===== config.mk =====
export PLATFORM = sky130hd
export DESIGN_NAME = ipsxb_seu_uart_rx_flat
export DESIGN_NICKNAME = d
export VERILOG_FILES = /design/src/rtl/ipsxb_seu_uart_rx_if.sv /design/src/rtl/ipsxb_seu_uart_rx.sv /design/src/flat_wrapper.sv
export SDC_FILE = /design/constraint.sdc
export NUM_CORES = 1
export LEC_CHECK = 0
export BUFFER_PORTS_ARGS = -buffer_cell sky130_fd_sc_hd__buf_2
export CAP_MARGIN = 20
export CORE_ASPECT_RATIO = 0.75
export CORE_UTILIZATION = 53
export DETAILED_ROUTE_END_ITERATION = 7
export PLACE_DENSITY_LB_ADDON = 0.12
export SLEW_MARGIN = 5
export SYNTH_ARGS = -nofsm -noshare
export SYNTH_HDL_FRONTEND = slang
export SYNTH_SLANG_ARGS = --single-unit

===== constraint.sdc =====
create_clock -name clk -period 2.2 [get_ports clk]
set_input_delay 0.55 -clock clk [delete_from_list [all_inputs] [get_ports clk]]
set_output_delay 0.55 -clock clk [all_outputs]
set_load 0.02 [all_outputs]

===== src/rtl/ipsxb_seu_uart_rx_if.sv =====
// Receive-side FIFO write port and status pulses of the 32-bit UART receiver.
// The receiver is the master: it drives the write strobe, data and flags,
// and the downstream FIFO answers with its full indication.
interface ipsxb_seu_uart_rx_if;
   logic        rx_fifo_full;
   logic [31:0] rx_fifo_wr_data;
   logic        rx_fifo_wr_en;
   logic        rx_frame_err;
   logic        rx_overflow;
   logic        rx_timeout;

   modport master (
      input  rx_fifo_full,
      output rx_fifo_wr_data,
      output rx_fifo_wr_en,
      output rx_frame_err,
      output rx_overflow,
      output rx_timeout
   );

   modport slave (
      output rx_fifo_full,
      input  rx_fifo_wr_data,
      input  rx_fifo_wr_en,
      input  rx_frame_err,
      input  rx_overflow,
      input  rx_timeout
   );
endinterface


===== src/rtl/ipsxb_seu_uart_rx.sv =====
// 32-bit word UART receiver.
// Collects four back-to-back 8N1 bytes (LSB first, first byte in word bits
// [7:0]) from an oversampled serial line and writes the assembled word into a
// downstream FIFO. Stop-bit errors, FIFO overflow and idle timeouts on a
// partially received word are reported as one-clock pulses.
module ipsxb_seu_uart_rx #(
   parameter int BIT_TICKS     = 6,
   parameter int SAMPLE_TICK   = 3,
   parameter int TIMEOUT_TICKS = 60
) (
   input  logic                   clk,
   input  logic                   rst,
   input  logic                   clk_en,
   input  logic                   rxd,
   ipsxb_seu_uart_rx_if.master    fifo
);

   localparam int TW = (BIT_TICKS > 1) ? $clog2(BIT_TICKS) : 1;
   localparam int OW = (TIMEOUT_TICKS > 1) ? $clog2(TIMEOUT_TICKS + 1) : 1;

   localparam logic [TW-1:0] TCNT_LAST   = TW'(BIT_TICKS - 1);
   localparam logic [TW-1:0] SAMPLE_LAST = TW'(SAMPLE_TICK - 1);
   localparam logic [OW-1:0] OCNT_LAST   = OW'(TIMEOUT_TICKS - 1);

   typedef enum logic [2:0] {
      IDLE,
      START,
      DATA,
      STOP,
      ERR
   } state_t;

   logic          rxd_meta;
   logic          rxd_s;

   state_t        state,       state_nxt;
   logic [TW-1:0] tcnt,        tcnt_nxt;
   logic [2:0]    bcnt,        bcnt_nxt;
   logic [1:0]    bidx,        bidx_nxt;
   logic [7:0]    shift_q,     shift_nxt;
   logic [23:0]   word_q,      word_nxt;
   logic [OW-1:0] to_cnt,      to_cnt_nxt;
   logic [31:0]   wr_data_q,   wr_data_nxt;
   logic          wr_en_q,     wr_en_nxt;
   logic          frame_err_q, frame_err_nxt;
   logic          overflow_q,  overflow_nxt;
   logic          timeout_q,   timeout_nxt;

   // Two-flop synchronizer for the asynchronous line; idles high out of reset.
   always_ff @(posedge clk) begin
      if (rst) begin
         rxd_meta <= 1'b1;
         rxd_s    <= 1'b1;
      end else begin
         rxd_meta <= rxd;
         rxd_s    <= rxd_meta;
      end
   end

   // Next-state, counter, assembly and pulse logic; nothing moves without clk_en.
   always_comb begin
      state_nxt     = state;
      tcnt_nxt      = tcnt;
      bcnt_nxt      = bcnt;
      bidx_nxt      = bidx;
      shift_nxt     = shift_q;
      word_nxt      = word_q;
      to_cnt_nxt    = to_cnt;
      wr_data_nxt   = wr_data_q;
      wr_en_nxt     = 1'b0;
      frame_err_nxt = 1'b0;
      overflow_nxt  = 1'b0;
      timeout_nxt   = 1'b0;

      if (clk_en) begin
         case (state)
            IDLE: begin
               if (!rxd_s) begin
                  state_nxt  = START;
                  tcnt_nxt   = '0;
                  to_cnt_nxt = '0;
               end else if (bidx != 2'd0) begin
                  if (to_cnt == OCNT_LAST) begin
                     timeout_nxt = 1'b1;
                     bidx_nxt    = 2'd0;
                     to_cnt_nxt  = '0;
                  end else begin
                     to_cnt_nxt = to_cnt + OW'(1);
                  end
               end else begin
                  to_cnt_nxt = '0;
               end
            end

            START: begin
               if (tcnt == SAMPLE_LAST) begin
                  if (rxd_s) begin
                     state_nxt = IDLE;
                  end else begin
                     state_nxt = DATA;
                     tcnt_nxt  = '0;
                     bcnt_nxt  = 3'd0;
                  end
               end else begin
                  tcnt_nxt = tcnt + TW'(1);
               end
            end

            DATA: begin
               if (tcnt == TCNT_LAST) begin
                  tcnt_nxt  = '0;
                  shift_nxt = {rxd_s, shift_q[7:1]};
                  bcnt_nxt  = bcnt + 3'd1;
                  if (bcnt == 3'd7) begin
                     state_nxt = STOP;
                  end
               end else begin
                  tcnt_nxt = tcnt + TW'(1);
               end
            end

            STOP: begin
               if (tcnt == TCNT_LAST) begin
                  if (rxd_s) begin
                     state_nxt = IDLE;
                     bidx_nxt  = bidx + 2'd1;
                     case (bidx)
                        2'd0: word_nxt[7:0]   = shift_q;
                        2'd1: word_nxt[15:8]  = shift_q;
                        2'd2: word_nxt[23:16] = shift_q;
                        default: begin
                           if (fifo.rx_fifo_full) begin
                              overflow_nxt = 1'b1;
                           end else begin
                              wr_en_nxt   = 1'b1;
                              wr_data_nxt = {shift_q, word_q};
                           end
                        end
                     endcase
                  end else begin
                     frame_err_nxt = 1'b1;
                     bidx_nxt      = 2'd0;
                     state_nxt     = ERR;
                  end
               end else begin
                  tcnt_nxt = tcnt + TW'(1);
               end
            end

            ERR: begin
               if (rxd_s) begin
                  state_nxt = IDLE;
               end
            end

            default: begin
               state_nxt = IDLE;
            end
         endcase
      end
   end

   // State, counters, assembled data and the registered output pulses.
   always_ff @(posedge clk) begin
      if (rst) begin
         state       <= IDLE;
         tcnt        <= '0;
         bcnt        <= 3'd0;
         bidx        <= 2'd0;
         shift_q     <= 8'd0;
         word_q      <= 24'd0;
         to_cnt      <= '0;
         wr_data_q   <= 32'd0;
         wr_en_q     <= 1'b0;
         frame_err_q <= 1'b0;
         overflow_q  <= 1'b0;
         timeout_q   <= 1'b0;
      end else begin
         state       <= state_nxt;
         tcnt        <= tcnt_nxt;
         bcnt        <= bcnt_nxt;
         bidx        <= bidx_nxt;
         shift_q     <= shift_nxt;
         word_q      <= word_nxt;
         to_cnt      <= to_cnt_nxt;
         wr_data_q   <= wr_data_nxt;
         wr_en_q     <= wr_en_nxt;
         frame_err_q <= frame_err_nxt;
         overflow_q  <= overflow_nxt;
         timeout_q   <= timeout_nxt;
      end
   end

   assign fifo.rx_fifo_wr_data = wr_data_q;
   assign fifo.rx_fifo_wr_en   = wr_en_q;
   assign fifo.rx_frame_err    = frame_err_q;
   assign fifo.rx_overflow     = overflow_q;
   assign fifo.rx_timeout      = timeout_q;

endmodule


===== src/flat_wrapper.sv =====
// flat-port wrapper written by rule: the top's interface ports become plain ports
module ipsxb_seu_uart_rx_flat 
#(
   parameter int BIT_TICKS     = 6,
   parameter int SAMPLE_TICK   = 3,
   parameter int TIMEOUT_TICKS = 60
)
  (clk, rst, clk_en, rxd, fifo_rx_fifo_full, fifo_rx_fifo_wr_data, fifo_rx_fifo_wr_en, fifo_rx_frame_err, fifo_rx_overflow, fifo_rx_timeout);
  ipsxb_seu_uart_rx_if fifo_i ();
  input  logic clk;
  input  logic rst;
  input  logic clk_en;
  input  logic rxd;
  input wire logic [$bits(fifo_i.rx_fifo_full)-1:0] fifo_rx_fifo_full;
  output wire logic [$bits(fifo_i.rx_fifo_wr_data)-1:0] fifo_rx_fifo_wr_data;
  output wire logic [$bits(fifo_i.rx_fifo_wr_en)-1:0] fifo_rx_fifo_wr_en;
  output wire logic [$bits(fifo_i.rx_frame_err)-1:0] fifo_rx_frame_err;
  output wire logic [$bits(fifo_i.rx_overflow)-1:0] fifo_rx_overflow;
  output wire logic [$bits(fifo_i.rx_timeout)-1:0] fifo_rx_timeout;
  assign fifo_i.rx_fifo_full = fifo_rx_fifo_full;
  assign fifo_rx_fifo_wr_data = fifo_i.rx_fifo_wr_data;
  assign fifo_rx_fifo_wr_en = fifo_i.rx_fifo_wr_en;
  assign fifo_rx_frame_err = fifo_i.rx_frame_err;
  assign fifo_rx_overflow = fifo_i.rx_overflow;
  assign fifo_rx_timeout = fifo_i.rx_timeout;
  ipsxb_seu_uart_rx #(.BIT_TICKS(BIT_TICKS), .SAMPLE_TICK(SAMPLE_TICK), .TIMEOUT_TICKS(TIMEOUT_TICKS)) u_core (.clk(clk), .rst(rst), .clk_en(clk_en), .rxd(rxd), .fifo(fifo_i));
endmodule

==> flow_summary.toml <==
[synth]
synth_top_area_cell = "dfxtp_1"
ys_ff_latch = 87
yosysWarningCount = 0
synth_top_area_share_pct = 48.6
async_flop_share_pct = 0
ys_seq_area_share_pct = 48.6
yosys-top-cells-count = "dfxtp_1 (87), nand2_1 (76), a21oi_1 (48)"
synth.most_common_cell = "dfxtp_1"
ys.flop_type = "dfxtp_1"
syn_nets = 419
syn-cell-area_sq_um = 3590
yosys-top-cells-area = "dfxtp_1 (49%), mux2i_1 (9.5%), nand2_1 (8.0%)"
postSynthCellCount = 404
synth-edff-count = 0
synth_cell_type_count = 39
avgSynthCellArea_sq_um = 8.88

[worst_setup_path]
critical_path.cell_chain = "nand4_1 > or4_1 > buf_4 > nand2_1 > a21oi_1"
cp-end-kind = "flop"
crit_type = "flop to flop"
crit_required_ns = 2.43
arrival_ns = 2.17
critPathMaxStageDelay_ns = 0.57
crit_fanout = 32
slowest_stage = "dfxtp_1"
cp-start-kind = "flop"

[place]
io_buffers = 40
gp_congestion = 0.857
hpwlAfterDp_mm = 4.98

[finish]
syn2layout_area_growth_pct = 14.7
fin_nets = 460
antenna_cells = 0
fillerInstances = 558
drive_gt1_share_pct = 18.7
fin_util_pct = 64.1

[floorplanning]
die_height_microns = 73.2
core_sq_um = 6410
die_x_microns = 97.0
rows = 25
initial_utilization_pct = 55.9
die_area_sq_um = 7100
ioPinCount = 41

[cts]
cts.reportedPaths.clkPinSlew_ns = 0.09
cts-root-buf = "clkbuf_8"
tritoncts = "built"
cts_hold_buf = 0
post-cts-setup-buffers = 0
worstSkewPairLatency_ns = 0.35
clockBufferDepth = 2
h-tree-depth = 3
numClockSinks = 87
cts_resized = 0
cts_made_buffers = 9

[run]
drv_cap = 0

[timing]
fmax_mhz = 515
final.period_utilization_pct = 88.3
min_period_ns = 1.94
maxSlewViolCount = 0
worstMarginPinSlew_ns = 0.573
setup_viol = 0
tns_ns = 0
grt_setup_unrepaired = "no"
hold_viol_final = 0
finalClockSkew_ns = 0.0123
slew_headroom_pct = 61.7

[grt]
grt_usage_pct = 21.5
antenna_found_initial = 0
grt.overflow.total = 0
grt_pass1_wl_mm = 12.0
grt_max_degree = 71
grt_pass1_vias = 2447

[route]
finalWirelength_mm = 7.36
antenna_left = 0
wire_per_inst_microns = 13.9
routed_via_density = 5.43
vias = 2883
dr.pass1.iters = 5
initialDrtViolationCount = 131
drcViolationCount = 0

[min_path]
worstHoldPathType = "primary input to flop"

[outcome]
outcome = "finished, final reports clean"

[pwr]
vdd_drop_max_mv = 0.417
leakagePower_nw = 1.51
powerDensity_nw_per_um2 = 652
## report_power, final
part           switching [mW]  internal [mW]
clock                   0.579          0.455
combinational          0.0474         0.0213
sequential            0.00197           1.58
total                   0.628           2.05
## layout make-up
cell class | count | area [sq um] | area share (%)
Inverter | 12 | 45.0 | 1.10
Tap cell | 81 | 101 | 2.47
Sequential cell | 87 | 1740 | 42.4
Clock buffer | 10 | 138 | 3.35
Clock inverter | 6 | 51.3 | 1.25
Multi-Input combinational cell | 280 | 1700 | 41.3
Timing Repair Buffer | 55 | 338 | 8.22
## cells by family after synthesis
kind of cell             count (synthesis)  share of synthesized area [%]
AND/OR/NAND/NOR                        166                           23.1
multiplexers                            34                           9.49
AO/OA/AOI/OAI                           70                           11.0
flip-flops                              87                           48.6
buffers and inverters                   37                           4.36
adder cells (fa/ha/maj)                 10                           3.49
## worst paths after layout
kind	startpoint	cells after the start	slack (ns)	endpoint
worst min register to register	u_core.rxd_meta$_SDFF_PP1_	1	0.42	u_core.rxd_s$_SDFF_PP1_
worst max-delay path	u_core.state[1]$_SDFFE_PP0P_	5	0.26	u_core.fifo.rx_fifo_wr_data[15]$_SDFFE_PP0P_
worst max register to register	u_core.state[1]$_SDFFE_PP0P_	5	0.26	u_core.fifo.rx_fifo_wr_data[15]$_SDFFE_PP0P_
worst min-delay path	fifo_rx_fifo_full	2	0.38	u_core.fifo.rx_fifo_wr_en$_SDFF_PP0_
## placed cells by master, fill, tap and decap left out, types with 3 or more instances in the layout
cell         n
a21oi_1     48
a31oi_1      3
buf_2       40
buf_4       13
clkbuf_8    10
clkinvlp_4   3
dfxtp_1     87
ha_1        10
inv_1       12
mux2i_1     34
nand2_1     76
nand2b_1     9
nand3_1      7
nor2_1      37
nor3_1       3
nor4_4       4
o21ai_0      7
o32ai_1      3
or2_2        4
or4_1        7
## worst max-delay path: cells and delay by family, from the launching register on
family	cells	cell delay (ns)
buf+inv	1	0.25
simple gates	3	0.93
compound gates	1	0.06
flops	1	0.57
## state kept, by name, summed over array words and instances (netlist names)
| name | count |
|---|---|
| u_core.shift_q | 8 |
| u_core.rxd_meta | 1 |
| u_core.state | 3 |
| u_core.fifo.rx_overflow | 1 |
| u_core.tcnt | 3 |
| u_core.rxd_s | 1 |
| u_core.bidx | 2 |
| u_core.to_cnt | 6 |
| u_core.bcnt | 3 |
| u_core.fifo.rx_fifo_wr_en | 1 |
| u_core.fifo.rx_timeout | 1 |
| u_core.fifo.rx_fifo_wr_data | 32 |
| u_core.word_q | 24 |
| u_core.fifo.rx_frame_err | 1 |
## per-layer routing
metal | GRT usage [%] | share of wire [%] | vias up
li1 | - | - | 1465
met1 | 30.7 | 52 | 1354
met2 | 32.6 | 43 | 59
met3 | 6.13 | 3.7 | 5
met4 | 3.98 | 0.61 | 0
met5 | 0 | 0 | -
## stage by stage
| step | instances | cell area [sq um] | setup WS [ns] | hold WS [ns] | power, mW |
|---|---|---|---|---|---|
| final | 531 | 4110 | 0.258 | 0.383 | 2.68 |
| after global routing | 531 | 4110 | 0.141 | 0.361 | 2.79 |
| after CTS | 531 | 4110 | 0.275 | 0.365 | 2.71 |
| after detailed placement | 515 | 3920 | 0.176 | 0.399 | 1.68 |
| after global placement | 515 | 3920 | 0.204 | 0.392 | 1.68 |
| after floorplan | 404 | 3590 | 0.235 | 0.389 | 1.66 |
Power figures use the tool's default switching activity.
